==> config.mk <==
export PLATFORM = sky130hd
export DESIGN_NAME = sdram_arbiter
export DESIGN_NICKNAME = d
export VERILOG_FILES = /design/src/rtl/sdram_arb_pkg.sv /design/src/rtl/sdram_arb_prio.sv /design/src/rtl/sdram_arbiter.sv
export SDC_FILE = /design/constraint.sdc
export NUM_CORES = 1
export LEC_CHECK = 0
export BUFFER_PORTS_ARGS = -buffer_cell sky130_fd_sc_hd__buf_2
export CELL_PAD_IN_SITES_DETAIL_PLACEMENT = 0
export CELL_PAD_IN_SITES_GLOBAL_PLACEMENT = 1
export CORE_UTILIZATION = 33
export CTS_CLUSTER_SIZE = 40
export DETAILED_ROUTE_END_ITERATION = 10
export PLACE_DENSITY = 0.76
export SLEW_MARGIN = 30
export SYNTH_ARGS = -nofsm -noshare
export SYNTH_HDL_FRONTEND = slang
export SYNTH_HIERARCHICAL = 1
export SYNTH_SLANG_ARGS = --single-unit
==> constraint.sdc <==
create_clock -name clk_sys -period 2.5 [get_ports clk_sys]
set_clock_uncertainty 0.1 [all_clocks]
set_input_delay 0.5 -clock clk_sys [delete_from_list [all_inputs] [get_ports clk_sys]]
set_output_delay 0.5 -clock clk_sys [all_outputs]
set_load 0.02 [all_outputs]
==> src/rtl/sdram_arb_pkg.sv <==
// Shared types and default widths for the SDRAM CPU-port arbiter.
package sdram_arb_pkg;

   localparam int DEF_AW = 23;
   localparam int DEF_DW = 8;

   typedef enum logic [1:0] {
      IDLE  = 2'd0,
      ISSUE = 2'd1,
      WAIT  = 2'd2,
      DONE  = 2'd3
   } state_t;

   typedef enum logic [1:0] {
      REQ_VID = 2'd0,
      REQ_LD  = 2'd1,
      REQ_CPU = 2'd2
   } req_idx_t;

endpackage

==> src/rtl/sdram_arb_prio.sv <==
// Combinational winner picker: video > loader > CPU, with the CPU forced
// once the starve counter has reached STARVE_LIMIT.
module sdram_arb_prio
   import sdram_arb_pkg::*;
#(
   parameter int CW           = 3,
   parameter int STARVE_LIMIT = 4
) (
   input  logic          vid_req,
   input  logic          ld_req,
   input  logic          cpu_req,
   input  logic [CW-1:0] starve_cnt,
   output logic          grant_valid,
   output logic [1:0]    grant_idx
);

   always_comb begin
      // NOTE: defaults first so every path assigns both outputs and no latch is inferred.
      grant_valid = 1'b1;
      grant_idx   = REQ_CPU;
      if (cpu_req && (starve_cnt == CW'(STARVE_LIMIT)))
         grant_idx = REQ_CPU;
      else if (vid_req)
         grant_idx = REQ_VID;
      else if (ld_req)
         grant_idx = REQ_LD;
      else if (!cpu_req)
         grant_valid = 1'b0;
   end

endmodule

==> src/rtl/sdram_arbiter.sv <==
// Registered req/ack scheduler sharing the SDRAM CPU port between video,
// loader and Z80. Optional watchdog on WAIT enabled by SDRAM_ARB_WDOG_EN.
module sdram_arbiter
   import sdram_arb_pkg::*;
#(
   parameter int AW           = DEF_AW,
   parameter int DW           = DEF_DW,
   parameter int STARVE_LIMIT = 4,
   parameter int WDOG_CYCLES  = 255
) (
   input  logic          clk_sys,
   input  logic          reset,
   input  logic          vid_req,
   input  logic [AW-1:0] vid_addr,
   output logic          vid_ack,
   output logic [DW-1:0] vid_dout,
   input  logic          ld_req,
   input  logic [AW-1:0] ld_addr,
   input  logic [DW-1:0] ld_din,
   output logic          ld_ack,
   input  logic          cpu_req,
   input  logic          cpu_we,
   input  logic [AW-1:0] cpu_addr,
   input  logic [DW-1:0] cpu_din,
   output logic          cpu_ack,
   output logic [DW-1:0] cpu_dout,
   output logic          mem_req,
   output logic          mem_we,
   output logic [AW-1:0] mem_addr,
   output logic [DW-1:0] mem_din,
   input  logic          mem_ack,
   input  logic [DW-1:0] mem_dout,
   output logic          busy,
   output logic          wdog_err
);

   localparam int SCW = $clog2(STARVE_LIMIT + 2);

   state_t         state;
   logic [1:0]     winner;
   logic [SCW-1:0] starve_cnt;
   logic           grant_valid;
   logic [1:0]     grant_idx;
   logic           wdog_hit;
   logic [DW-1:0]  rd_data;

   sdram_arb_prio #(
      .CW           (SCW),
      .STARVE_LIMIT (STARVE_LIMIT)
   ) u_prio (
      .vid_req     (vid_req),
      .ld_req      (ld_req),
      .cpu_req     (cpu_req),
      .starve_cnt  (starve_cnt),
      .grant_valid (grant_valid),
      .grant_idx   (grant_idx)
   );

   // A watchdog completion returns all-ones instead of controller data.
   assign rd_data = mem_ack ? mem_dout : '1;

   always_ff @(posedge clk_sys or posedge reset) begin
      if (reset) begin
         state      <= IDLE;
         winner     <= REQ_VID;
         starve_cnt <= '0;
         mem_req    <= 1'b0;
         mem_we     <= 1'b0;
         mem_addr   <= '0;
         mem_din    <= '0;
         vid_ack    <= 1'b0;
         ld_ack     <= 1'b0;
         cpu_ack    <= 1'b0;
         vid_dout   <= '0;
         cpu_dout   <= '0;
         busy       <= 1'b0;
      end else begin
         // NOTE: non-blocking assignments so every register sees pre-edge values.
         mem_req <= 1'b0;
         vid_ack <= 1'b0;
         ld_ack  <= 1'b0;
         cpu_ack <= 1'b0;
         case (state)
            IDLE: begin
               if (!cpu_req)
                  starve_cnt <= '0;
               if (grant_valid) begin
                  winner  <= grant_idx;
                  mem_req <= 1'b1;
                  busy    <= 1'b1;
                  state   <= ISSUE;
                  case (grant_idx)
                     REQ_VID: begin
                        mem_addr <= vid_addr;
                        mem_we   <= 1'b0;
                        mem_din  <= '0;
                     end
                     REQ_LD: begin
                        mem_addr <= ld_addr;
                        mem_we   <= 1'b1;
                        mem_din  <= ld_din;
                     end
                     default: begin
                        mem_addr <= cpu_addr;
                        mem_we   <= cpu_we;
                        mem_din  <= cpu_din;
                     end
                  endcase
                  if (grant_idx == REQ_CPU)
                     starve_cnt <= '0;
                  else if (cpu_req && (starve_cnt < SCW'(STARVE_LIMIT)))
                     starve_cnt <= starve_cnt + 1'b1;
               end
            end
            ISSUE: state <= WAIT;
            WAIT: begin
               if (mem_ack || wdog_hit) begin
                  state <= DONE;
                  case (winner)
                     REQ_VID: begin
                        vid_ack  <= 1'b1;
                        vid_dout <= rd_data;
                     end
                     REQ_LD: ld_ack <= 1'b1;
                     default: begin
                        cpu_ack <= 1'b1;
                        if (!mem_we)
                           cpu_dout <= rd_data;
                     end
                  endcase
               end
            end
            DONE: begin
               busy  <= 1'b0;
               state <= IDLE;
            end
         endcase
      end
   end

`ifdef SDRAM_ARB_WDOG_EN
   localparam int WCW = $clog2(WDOG_CYCLES + 1);

   logic [WCW-1:0] wdog_cnt;

   assign wdog_hit = (state == WAIT) && (wdog_cnt == WCW'(WDOG_CYCLES - 1));

   always_ff @(posedge clk_sys or posedge reset) begin
      if (reset) begin
         wdog_cnt <= '0;
         wdog_err <= 1'b0;
      end else begin
         wdog_cnt <= (state == WAIT) ? wdog_cnt + 1'b1 : '0;
         if (wdog_hit && !mem_ack)
            wdog_err <= 1'b1;
      end
   end
`else
   assign wdog_hit = 1'b0;
   assign wdog_err = 1'b0;
`endif

endmodule

* Word level (Yosys, flattened, before mapping)
Cells that the tools add are included.
** Storage, ports and cells
- Register bits :: 60
- Input bits :: 100
- Output and inout port bits :: 54
** Operators by class
- $add $sub $neg :: 1
- Magnitude comparators :: 1
- Equal/unequal tests :: 9
- Mux-type cells :: 30
- Bitwise operators :: 2
- Reduce and logical (&&, ||, !) cells :: 12
** Operator list (count)
- 23-bit case mux with 2 select lines :: 1
- 1-bit two-way mux :: 16
- 8-bit case mux with 2 select lines :: 1
- 3-bit two-way mux :: 4
- 2-bit two-way mux :: 5
- 2-bit case mux with 4 select lines :: 1
- 2-bit by 1-bit equality test with 1-bit output (second input constant) :: 3
- 2-bit equality test (second input constant) :: 3
- 2-bit logical NOT :: 3
- 2-bit AND reduction :: 3
- 2-bit inequality test (second input constant) :: 2
- 1-bit case mux with 2 select lines :: 2
- 4-bit AND reduction :: 1
- 3-bit by 1-bit adder with 3-bit output (second input constant) :: 1
- 3-bit equality test (second input constant) :: 1
- 3-bit less-than comparator (second input constant) :: 1
- 3-bit AND reduction :: 1
- 1-bit logical AND :: 2
- 1-bit inverter :: 2
- 2-bit nonzero test :: 1
- 2-bit OR reduction :: 1

* Depth between registers and ports, before layout
- Word-level depth :: 6
- Gate-level depth with buffers :: 7

* Cells and area by module
The synthesis kept the hierarchy.
** By module, submodules not included
- sdram_arbiter :: times used 1, cells an instance 251, area each 2895.3 µm², sequential area each 1501.4 µm²
- sdram_arb_prio :: times used 1, cells an instance 6, area each 35.0 µm², sequential area each 0.0 µm²

* Least setup slack after synthesis
Ideal clock, no wire load.
- Path kind :: input-to-reg
- From :: input port cpu_req
- To :: register mem_addr[16]
- Setup time :: 0.133 ns
- Data arrival time :: 1.614 ns
- Required time :: 2.267 ns
- Setup slack :: 0.653 ns
- Stages on the path :: 6
- Path buffers :: 2
- Cells stage by stage :: a311oi_1 > buf_2 > buf_4 > mux2_2 > mux2i_1 > o21ai_0
** Between the ends
- Longest elaborated chain between the ends :: 5
- Elaborated cells between the ends (all ways) :: 10
- Classes of those cells :: eq/ne (1); mux (6); reduce/logical (3)
** RTL lines
- from (decl) :: line sdram_arbiter.sv:21 : input logic cpu_req,
- 1-bit two-way mux :: line sdram_arb_prio.sv:27 : else if (!cpu_req)
- 1-bit two-way mux :: line sdram_arb_prio.sv:25 : else if (ld_req)
- 1-bit two-way mux :: line sdram_arb_prio.sv:23 : else if (vid_req)
- 1-bit two-way mux :: line sdram_arb_prio.sv:21 : if (cpu_req && (starve_cnt == CW'(STARVE_LIMIT)))
- 2-bit AND reduction (no source line)
- to (signal assigned) :: line sdram_arbiter.sv:94 : mem_addr <= vid_addr;
- to (signal assigned) :: line sdram_arbiter.sv:99 : mem_addr <= ld_addr;
- to (signal assigned) :: line sdram_arbiter.sv:104 : mem_addr <= cpu_addr;
- to (decl) :: line sdram_arbiter.sv:29 : output logic [AW-1:0] mem_addr,
Several ways; a longest one is shown, not always the timed one.
A chain may end at the register's enable or synchronous reset.

* Worst setup path after layout
- From :: register starve_cnt[1]
- To :: register mem_addr[8]
** Between the ends
- Longest elaborated chain between the ends :: 5
- Elaborated cells between the ends (all ways) :: 8
- Classes of those cells :: eq/ne (2); mux (3); reduce/logical (3)
** RTL lines
- from (decl) :: line sdram_arbiter.sv:41 : logic [SCW-1:0] starve_cnt;
- from (signal assigned) :: line sdram_arbiter.sv:112 : starve_cnt <= starve_cnt + 1'b1;
- 3-bit equality test (*) :: line sdram_arb_prio.sv:21
- 1-bit logical AND (*) :: line sdram_arb_prio.sv:21
- 2-bit two-way mux (*) :: line sdram_arb_prio.sv:21
- via grant_idx[0] :: line sdram_arbiter.sv:43 : logic [1:0] grant_idx;
- 2-bit by 1-bit equality test with 1-bit output or 2-bit logical NOT (tied branches) :: line sdram_arbiter.sv:92 : case (grant_idx)
- 23-bit case mux with 2 select lines (*) :: line sdram_arbiter.sv:92
Mark *: on every way through the listed nets, which the timed path passes. The rest lies on a longest branch.

==> flow_metrics.tcl <==
set metrics [dict create \
    status "finished, final reports clean" \
    grt_first_pass_wirelength_mm 11.4 \
    critical_path_class "reg2reg" \
    hold_buffers 0 \
    tightest_slew_ns 0.532 \
    track_usage_pct 16.2 \
    cts_setup_buffers 0 \
    drt-vias-per-instance 4.69 \
    synth_top_cells_by_count "dfrtp_1 (60), mux2_2 (43), nand2_1 (37)" \
    end_kind "register" \
    hp-class "in2async" \
    ant_nets 0 \
    fin_util_pct 46.2 \
    r2r_cells 6 \
    fmax_mhz 498 \
    yosysMostFrequentCell "dfrtp_1" \
    critPathSlowestCell "dfrtp_1" \
    final_area_mm2 0.00401 \
    root_buffer "clkbuf_8" \
    clkTransAtPathRegs_ns 0.07 \
    cp.arrival_ns 2.11 \
    drv_slew 0 \
    power_frac_comb_pct 44.2 \
    p_int_mw 2.54 \
    rr_endpoint "mem_addr[8]" \
    fin_nets 517 \
    ios 154 \
    seq_area_mm2 0.00150 \
    switching_power_mw 1.82 \
    holdWs_ns 0.101 \
    synth_area_mm2 0.00293 \
    finalSetupViolations 0 \
    maxSlewHeadroom_pct 64.5 \
    grt_pass1_vias 2492 \
    antenna_found_initial 0 \
    drtIter0Drc 44 \
    area_growth_syn_to_layout_pct 36.9 \
    cts_sinks 60 \
    r2r_start "starve_cnt[1]" \
    leakagePower_nw 2.06 \
    start_util_pct 33.8 \
    synth_top_cell_area_share_pct 51.2 \
    synth-edff-count 0 \
    crit_fanout 27 \
    tritoncts "done" \
    rsz0062_at_grt "no" \
    rows 34 \
    n_fill_cell 877 \
    ctsResizeCount 0 \
    ys_warn_count 6 \
    fin_ws_ns 0.490 \
    avgSynthCellArea_um2 11.4 \
    drive_above_1_share_pct 54.2 \
    r2r_slack_ns 0.49 \
    dieArea_mm2 0.00926 \
    pwr-share-seq_pct 38.1 \
    synthFlopType "dfrtp_1" \
    syn_inst 257 \
    hold_violations 0 \
    placed_cell_area_mm2 0.00384 \
    antennaDiodeCount 0 \
    start_kind "register" \
    clockPowerShare_pct 17.7 \
    drt_pass1_iterations 4 \
    wl_per_cell_um 13.5 \
    clock_path_buffers 2 \
    core_area_mm2 0.00868 \
    cts-htree-levels 3 \
    cts_buffers 9 \
    min_period_over_period_pct 80.4 \
    grt.overflow.total 0 \
    period_needed_ns 2.01 \
    yosysSeqAreaShare_pct 51.2 \
    place_congestion 0.723 \
    num_vias 2464 \
    p_sw_share_pct 41.8 \
    ir_drop_mv 0.396 \
    critPathRequiredTime_ns 2.60 \
    async_reset_ff_share_pct 100 \
    netlist_top_cells_area "dfrtp_1 (51%), mux2_2 (17%), mux2i_1 (7.9%), o21ai_0 (5.6%), nand2_1 (4.7%)" \
    powerDensity_mw_per_mm2 1090 \
    grt_max_degree 43 \
    synth.distinct_cells 30 \
    die_w_um 96.2 \
    drcViolationCount 0 \
    multi_input_area_mm2 0.00133 \
    crit_chain "nor2_1 > a311oi_4 > buf_4 > mux2_2 > mux2i_1 > o21ai_0" \
    cp-endpoint "mem_addr[8]" \
    place_hpwl_mm 5.38 \
    tns_ns 0 \
    yosysTopAreaCell "dfrtp_1" \
    max_stage_delay_ns 0.38 \
    cap_violations 0 \
    cp-startpoint "starve_cnt[1]" \
    synth_nets 362 \
    clkLatencyLatePin_ns 0.33 \
    port_buffers 152 \
    pre_cts_slack_ns 0.332 \
    ys_ff_latch 60 \
    die_h_um 96.2 \
    wl_mm 7.08 \
]
[power by group through the flow]
stage	sequential [mW]	combinational, mW	clock (mW)
2_1_floorplan	2.15	0.786	0
3_3_place_gp	1.66	1.93	0
3_5_place_dp	1.68	1.97	0
4_1_cts	1.67	1.97	0.804
5_1_grt	1.73	2.15	0.861
6_report	1.66	1.93	0.774
[critical path: cells and delay by family (launching register included)]
kind	cells	cell delay, ns
AOI/OAI and AO/OA	2	0.38
DFF	1	0.38
buffers and inverters	1	0.38
muxes	2	0.53
and+or+nand+nor	1	0.10
[sequential cells by signal, summed over array words and instances (netlist names)]
signal      count
mem_addr       23
mem_req         1
starve_cnt      3
cpu_dout        8
cpu_ack         1
ld_ack          1
busy            1
vid_dout        8
mem_din         8
vid_ack         1
winner          2
state           2
mem_we          1
[final cells by class]
cell class	count	area share (%)
Clock buffer	9	3.09
Sequential cell	60	37.4
Tap cell	108	3.37
Inverter	9	0.842
Timing Repair Buffer	160	20.8
Clock inverter	7	1.31
Multi-Input combinational cell	172	33.2
[metrics by stage]
step                std cells  power, mW
global route              525       4.74
floorplan                 257       2.94
finish                    525       4.36
detailed placement        509       3.65
CTS                       525       4.44
global placement          509       3.60
[cells in the final DEF (no fill, tap or decap), drive strengths merged, types with 2 or more instances in the layout]
cell type	Yosys	routed
clkbuf	4	9
mux2i	23	23
a22oi	8	8
nor2	2	2
a21oi	2	2
nor2b	3	3
inv	9	10
o21ai	33	33
nand2	37	37
o221ai	2	2
dfrtp	60	60
ha	5	5
clkinv	0	5
buf	12	160
mux2	43	43
[routing by layer]
| layer | global-route usage, % | vias to the layer above | part of all wire, % |
|---|---|---|---|
| met2 | 27.5 | 94 | 48 |
| met1 | 18.9 | 1151 | 42 |
| met3 | 6.79 | 7 | 8.6 |
| met5 | 0 | - | 0 |
| li1 | - | 1212 | - |
| met4 | 3.73 | 0 | 0.89 |
[worst min-delay path by stage]
| stage | end | startpoint | depth (start not counted) |
|---|---|---|---|
| after floorplan | state[0] | state[0] | 1 |
| after global placement | mem_din[2] | mem_din[2] | 2 |
| after detailed placement | mem_addr[15] | mem_addr[15] | 2 |
| after CTS | cpu_dout[1] | reset | 2 |
| after global routing | cpu_dout[6] | reset | 2 |
| final | vid_dout[6] | reset | 2 |
[kinds of logic (layout without fill, tap and decap cells)]
family | after synthesis | after routing | synth area share, %
flops | 60 | 60 | 51.2
other cells | 1 | 1 | 0.128
compound gates | 50 | 50 | 10.1
fa+ha+maj | 5 | 5 | 2.13
buf+inv | 25 | 185 | 3.97
simple gates | 50 | 50 | 8.07
mux | 66 | 66 | 24.4
(Power assumes the default switching activity.)
